===== src/rtl/async_fifo.sv =====
// -----------------------------------------------------------------------------
// async_fifo
//   Gray-pointer FIFO core with one writer and one reader on a single clock.
//   Sits between a producer and a consumer as storage plus flow control.
//
//   Optional feature macro: ASYNC_FIFO_PTR_SYNC_EN
//     Defined     : each side sees the opposite Gray pointer through a 2-flop
//                   synchroniser, which models dual-domain flag latency.
//                   The side that sets a flag does so at the same edge.
//                   The side that clears a flag is delayed by three edges.
//     Not defined : pointers are compared directly, so both flags track the
//                   operation at the same edge.
//
// Parameters
//   DEPTH     number of entries, must equal 2**PTRWIDTH
//   PTRWIDTH  address width; pointers carry one extra wrap bit
//   DWIDTH    data word width
//
// Ports
//   clk      in   single clock, rising edge
//   reset_L  in   asynchronous active-low reset
//   push     in   write request
//   wdata    in   write data, sampled with push
//   full     out  FIFO full, push ignored while high (registered)
//   pop      in   read request
//   rdata    out  read data, registered, valid the cycle after the pop edge
//   empty    out  FIFO empty, pop ignored while high (registered)
// -----------------------------------------------------------------------------
module async_fifo #(
   parameter int DEPTH    = 16,
   parameter int PTRWIDTH = 4,
   parameter int DWIDTH   = 8
) (
   input  logic              clk,
   input  logic              reset_L,
   input  logic              push,
   input  logic [DWIDTH-1:0] wdata,
   output logic              full,
   input  logic              pop,
   output logic [DWIDTH-1:0] rdata,
   output logic              empty
);

   localparam int PW = PTRWIDTH + 1;

   function automatic logic [PW-1:0] bin2gray(input logic [PW-1:0] b);
      return b ^ (b >> 1);
   endfunction

   // Storage is deliberately not reset so it maps onto block RAM.
   logic [DWIDTH-1:0] mem [DEPTH];

   logic [PW-1:0]     wptr_reg;
   logic [PW-1:0]     rptr_reg;
   logic [PW-1:0]     wptr_next;
   logic [PW-1:0]     rptr_next;
   logic [PW-1:0]     wptr_gray_next;
   logic [PW-1:0]     rptr_gray_next;
   logic [PW-1:0]     wptr_gray_seen;   // write pointer as seen by the empty logic
   logic [PW-1:0]     rptr_gray_seen;   // read pointer as seen by the full logic
   logic              empty_reg;
   logic              full_reg;
   logic              empty_next;
   logic              full_next;
   logic [DWIDTH-1:0] rdata_reg;
   logic              wr_en;
   logic              rd_en;

   // Flags are registered, so accepting a request never depends combinationally
   // on the same-cycle request of the other side.
   assign wr_en = push & ~full_reg;
   assign rd_en = pop  & ~empty_reg;

   // Natural overflow wraps 2*DEPTH-1 back to 0.
   assign wptr_next      = wptr_reg + {{(PW-1){1'b0}}, wr_en};
   assign rptr_next      = rptr_reg + {{(PW-1){1'b0}}, rd_en};
   assign wptr_gray_next = bin2gray(wptr_next);
   assign rptr_gray_next = bin2gray(rptr_next);

`ifdef ASYNC_FIFO_PTR_SYNC_EN
   logic [PW-1:0] wptr_gray_reg;
   logic [PW-1:0] rptr_gray_reg;
   logic [PW-1:0] wsync1_reg;
   logic [PW-1:0] wsync2_reg;
   logic [PW-1:0] rsync1_reg;
   logic [PW-1:0] rsync2_reg;

   // Each side only ever looks at the other side's registered Gray pointer
   // after two flops, as it would across a real clock boundary.
   always_ff @(posedge clk or negedge reset_L) begin
      if (!reset_L) begin
         wptr_gray_reg <= '0;
         rptr_gray_reg <= '0;
         wsync1_reg    <= '0;
         wsync2_reg    <= '0;
         rsync1_reg    <= '0;
         rsync2_reg    <= '0;
      end else begin
         wptr_gray_reg <= wptr_gray_next;
         rptr_gray_reg <= rptr_gray_next;
         wsync1_reg    <= wptr_gray_reg;
         wsync2_reg    <= wsync1_reg;
         rsync1_reg    <= rptr_gray_reg;
         rsync2_reg    <= rsync1_reg;
      end
   end

   assign wptr_gray_seen = wsync2_reg;
   assign rptr_gray_seen = rsync2_reg;
`else
   // Direct comparison: the opposite pointer is seen at its next-state value.
   assign wptr_gray_seen = wptr_gray_next;
   assign rptr_gray_seen = rptr_gray_next;
`endif

   // Own pointer is always taken at next-state, so the setting side reacts at
   // the same edge while the clearing side waits for the seen pointer.
   assign empty_next = (rptr_gray_next == wptr_gray_seen);
   // Full in Gray code: top two bits inverted, the rest equal.
   assign full_next  = (wptr_gray_next ==
                        {~rptr_gray_seen[PW-1:PW-2], rptr_gray_seen[PW-3:0]});

   always_ff @(posedge clk) begin
      if (wr_en) begin
         mem[wptr_reg[PTRWIDTH-1:0]] <= wdata;
      end
   end

   always_ff @(posedge clk or negedge reset_L) begin
      if (!reset_L) begin
         wptr_reg  <= '0;
         rptr_reg  <= '0;
         empty_reg <= 1'b1;
         full_reg  <= 1'b0;
         rdata_reg <= '0;
      end else begin
         wptr_reg  <= wptr_next;
         rptr_reg  <= rptr_next;
         empty_reg <= empty_next;
         full_reg  <= full_next;
         if (rd_en) begin
            rdata_reg <= mem[rptr_reg[PTRWIDTH-1:0]];
         end
      end
   end

   assign empty = empty_reg;
   assign full  = full_reg;
   assign rdata = rdata_reg;

endmodule


===== config.mk =====
export PLATFORM = sky130hd
export DESIGN_NAME = async_fifo
export DESIGN_NICKNAME = d
export VERILOG_FILES = /design/src/rtl/async_fifo.sv
export SDC_FILE = /design/constraint.sdc
export NUM_CORES = 1
export LEC_CHECK = 0
export BUFFER_PORTS_ARGS = -buffer_cell sky130_fd_sc_hd__buf_2
export CAP_MARGIN = 20
export CELL_PAD_IN_SITES_DETAIL_PLACEMENT = 1
export CELL_PAD_IN_SITES_GLOBAL_PLACEMENT = 1
export CORE_ASPECT_RATIO = 1.4
export CORE_MARGIN = 4
export CORE_UTILIZATION = 53
export CTS_CLUSTER_SIZE = 16
export DETAILED_ROUTE_END_ITERATION = 8
export PLACE_DENSITY = 0.87
export SLEW_MARGIN = 0
export SYNTH_ARGS = -nofsm -noshare
export SYNTH_HDL_FRONTEND = slang
export SYNTH_SLANG_ARGS = --single-unit
export TNS_END_PERCENT = 1

===== constraint.sdc =====
create_clock -name clk -period 2.9 [get_ports clk]
set_clock_uncertainty 0.1 [all_clocks]
set_input_delay 0.435 -clock clk [delete_from_list [all_inputs] [get_ports clk]]
set_output_delay 0.435 -clock clk [all_outputs]
set_load 0.01 [all_outputs]

---- After elaboration in Yosys (flattened, before gate mapping) ----
Memory sizes are Yosys's and may differ from the RTL's. A register that Yosys moved wholly into a read port is not among the register bits.
Cells that the tools add are included.
Widths: inputs -> output; s select.
word-level totals
  flip-flop bits (word level) ............. 12
  RAM bits ................................ 128
  input port bits ......................... 12
  output and inout bits ................... 10
  logic and storage cells ................. 19
  memories kept ........................... 1
memories
  name  depth  width  rd ports  clocked after Yosys merged registers in  wr ports  RTL line  source
  mem   16     8      1         1                                        1         51        logic [DWIDTH-1:0] mem [DEPTH];
cells by class
  $add $sub $neg .......................... 2
  equal/unequal tests ..................... 2
  multiplexer cells ....................... 2
  bitwise gates (word level) .............. 7
  reduce and logical (&&, ||, !) cells .... 1
operators with widths
  cell             count
  $add 5x1->5      2
  $eq 5x5->1       2
  $xor 5x4->5      2
  $and 1x1->1      2
  $mux 1           2
  $not 1->1        2
  $not 2->2        1
  $logic_not 1->1  1

---- Depth between registers and ports, before layout ----
  depth in word-level cells ............... 6
  mapped depth ............................ 9
  gate-level depth less buffers ........... 7

---- Worst setup path after synthesis ----
OpenSTA, ideal clock, no wires.
  path kind ............................... in2reg
  start point ............................. input pop
  end point ............................... register full_reg, in the netlist full
  library setup time ...................... 0.080 ns
  arrival time ............................ 2.292 ns
  required time ........................... 2.720 ns
  setup slack ............................. 0.428 ns
  cell stages on the path ................. 9
  buffers on the path ..................... 2
  path through ............................ nor2b_1 > clkbuf_1 > clkbuf_1 > ha_1 > ha_1 > xor2_1 > xor2_1 > or3_1 > nor3b_2
between the ends
  elaborated cells between the ends (all ways) .. 5
  classes of those cells .................. add/sub (1); eq/ne (1); bitwise (3)
RTL lines
  item                    RTL line  source
  start: declaration      39        input logic pop,
  $and 1x1->1             72        assign rd_en = pop & ~empty_reg;
  $add 5x1->5             76        assign rptr_next = rptr_reg + {{(PW-1){1'b0}}, rd_en};
  net rptr_next[2]        56        logic [PW-1:0] rptr_next;
  $xor 5x4->5             47        return b ^ (b >> 1);
  $eq 5x5->1              120       assign full_next = (wptr_gray_next ==
  net full_next           64        logic full_next;
  end signal: assignment  140       full_reg <= full_next;
  end: declaration        62        logic full_reg;
The timed path passes the listed nets, and every way through them passes these cells.

---- Final worst setup path ----
  start point ............................. register full_reg, in the netlist full
  end point ............................... register full_reg, in the netlist full
between the ends
  longest elaborated chain between the ends .. 5
ends and longest elaborated chain
  item              RTL line  source
  $not 1->1         71        assign wr_en = push & ~full_reg;
  $and 1x1->1       71
  $add 5x1->5       75        assign wptr_next = wptr_reg + {{(PW-1){1'b0}}, wr_en};
  net wptr_next[2]  55        logic [PW-1:0] wptr_next;
  $xor 5x4->5       47
  $eq 5x5->1        120
  net full_next     64
The timed path passes the listed nets, and every way through them passes these cells.

==> flow_metrics.tcl <==
set metrics [dict create \
    path_class "reg2reg" \
    drt_iter0_markers 249 \
    diodes 0 \
    ys_dominant_reg_cell "edfxtp_1" \
    clockBufferDepth 2 \
    vias_per_cell 6.061 \
    path_clk_slew_ns 0.06 \
    crit_path_start "full" \
    worst_slew_pin_slew_ns 0.7326 \
    num_rows 45 \
    synth_area_per_cell_um2 18.57 \
    firstDrtPassIters 5 \
    cp-end-kind "register" \
    cts_resized 0 \
    r2r_cells 7 \
    synth_largest_area_cell "edfxtp_1" \
    place_congestion 0.8677 \
    clock-sinks 148 \
    synth_top_area_share_pct 66.12 \
    dieArea_um2 12730 \
    grt_usage_pct 24.20 \
    worstSkewPairLatency_ns 0.42 \
    rsz0062_at_grt "no" \
    final_nets 372 \
    power.density_nw_per_um2 1070 \
    cts_buffers 17 \
    m1WireLength_um 5446 \
    area_growth_pct 15.56 \
    p_leak_nw 2.381 \
    min_period_ns 2.390 \
    cts_tree "yes" \
    yosysWarnings 0 \
    hpwl_um 8487 \
    grt_pass1_vias 3450 \
    die_x_um 96.51 \
    slowest_stage "or3_1" \
    ios 22 \
    grt_pass1_wl_um 21320 \
    largest_reg_flops 128 \
    drv_cap 0 \
    synth_edf_count 128 \
    peakVddDrop_uv 432.5 \
    synth_top_cells_by_count "128 x edfxtp_1, 32 x mux2i_1, 20 x nor2_1" \
    die_h_um 131.9 \
    syn_nets 329 \
    drive_gt1_share_pct 23.58 \
    synth_seq_cells 148 \
    r2r_setup_slack_ns 0.51 \
    core_um2 10810 \
    total_power_mw 7.190 \
    status "finished, final reports clean" \
    portBuffers 21 \
    max-slew-margin-rel_pct 50.98 \
    cp.required_ns 3.14 \
    ys_types 37 \
    overflow 0 \
    wire_per_inst_um 27.27 \
    cp-endpoint "full" \
    syn_area_um2 5813 \
    hold_viol 0 \
    fin_crit_sh_pct 82.43 \
    timing.rr.start "full" \
    ys_top_cells_by_area "edfxtp_1 66%, dfrtp_1 8.2%, mux2i_1 5.5%" \
    critPathMaxFanout 5 \
    drcViolationCount 0 \
    dr_wl_met2_um 7129 \
    hp-class "in2reg" \
    max_freq_mhz 418.4 \
    vias 3091 \
    grt_start_max_net_pins 31 \
    postSynth.asyncResetShare_pct 13.51 \
    setup_violations 0 \
    slowest_delay_ns 0.42 \
    post_cts_buffers 0 \
    seq_area_frac_synth_pct 74.75 \
    worstPathCellList "nor2b_1, ha_1, ha_1, xor2_1, xor2_1, or3_1, nor3b_2" \
    yosysMostFrequentCell "edfxtp_1" \
    slew_violations 0 \
    antenna_left 0 \
    hold_start "wdata[4]" \
    root_buffer "clkbuf_16" \
    top_layer "met4" \
    startpoint_type "register" \
    start_util_pct 53.77 \
    dr_wl_met3_um 666 \
    worstPathArrival_ns 2.63 \
    r2r_end "full" \
    finalWirelength_um 13910 \
    antenna_found_initial 0 \
    htreeDepth 4 \
    synth_cells 313 \
    tns_ns 0 \
]
per-stage QoR:
| stage | hold slack (ns) | setup slack (ns) | utilization (%) | std cells | instance area [um^2] |
|---|---|---|---|---|---|
| floorplan | 0.03941 | 0.4284 | - | 313 | 5813 |
| global placement | 0.2901 | 0.5643 | 56.46 | 477 | 6103 |
| detailed placement | 0.3128 | 0.4019 | 56.46 | 477 | 6103 |
| CTS | 0.3131 | 0.5284 | 62.14 | 510 | 6718 |
| global route | 0.3243 | 0.3352 | 62.14 | 510 | 6718 |
| finish | 0.3318 | 0.5097 | 62.14 | 510 | 6718 |
final cells by class:
| cell class | instances | area [um^2] |
|---|---|---|
| well taps | 141 | 176.4 |
| clock buffers | 17 | 425.4 |
| multi-input cells | 148 | 1345 |
| fillers | 933 | 4093 |
| repair buffers | 38 | 235.2 |
| clock inverters | 15 | 178.9 |
| inverters | 3 | 11.26 |
| flip-flops and latches | 148 | 4345 |
logic make-up after synthesis:
kind of cell | share of synthesized area [%]
simple gates | 4.111
buf+inv | 2.109
mux | 12.10
compound gates | 4.412
xor+xnor | 1.657
fa+ha+maj | 0.8610
flops | 74.75
worst min path at each step:
stage	to	slack, ns	depth (start not counted)
final	mem[1][4]	0.33	1
after CTS	mem[11][0]	0.31	1
after global routing	mem[11][0]	0.32	1
after floorplan	full	0.04	0
after detailed placement	rptr_reg[3]	0.31	1
after global placement	rptr_reg[4]	0.29	1
routing by layer:
metal,track usage (%),vias up
li1,-,1334
met2,38.59,112
met5,0,-
met1,30.15,1610
met3,6.111,35
met4,12.64,0
worst max-delay path: cells and delay by family, from the launching register on:
kind,cells,cell delay (ns)
adder cells (fa/ha/maj),2,0.47
flip-flops,1,0.38
AND/OR/NAND/NOR,3,0.99
XOR/XNOR,2,0.37
cells in the final DEF (no fill, tap or decap), types with 2 or more instances in the layout:
cell / Yosys / layout
edfxtp_1: 128 / 128
mux2i_1: 32 / 32
buf_2: 3 / 21
nor2_1: 20 / 20
dfrtp_1: 19 / 19
clkbuf_16: 0 / 17
buf_4: 2 / 16
mux4_2: 10 / 10
xor2_1: 9 / 9
o21ai_1: 8 / 8
o22ai_1: 8 / 8
a21oi_1: 8 / 8
a31oi_1: 8 / 8
a221oi_1: 7 / 7
nand3_1: 6 / 6
mux4_1: 6 / 6
nor3_1: 4 / 4
ha_1: 4 / 4
clkinvlp_4: 0 / 4
inv_1: 3 / 3
nor2b_1: 3 / 3
bufinv_16: 0 / 3
clkinv_2: 0 / 3
inv_6: 0 / 3
xnor2_1: 2 / 2
nand3b_1: 2 / 2
nand2b_1: 2 / 2
clkinv_4: 0 / 2
power by group:
part / switching, mW / internal [mW]
sequential: 0.225 / 2.66
combinational: 1.27 / 0.801
clock: 0.875 / 1.36
what timing repair did:
| action | 4_1_cts | 5_1_grt |
|---|---|---|
| endpoints found under the setup margin | 0 | 0 |
| endpoints found under the hold margin | 19 | 0 |
| hold buffers | 1 | 0 |
(Power assumes the default switching activity.)
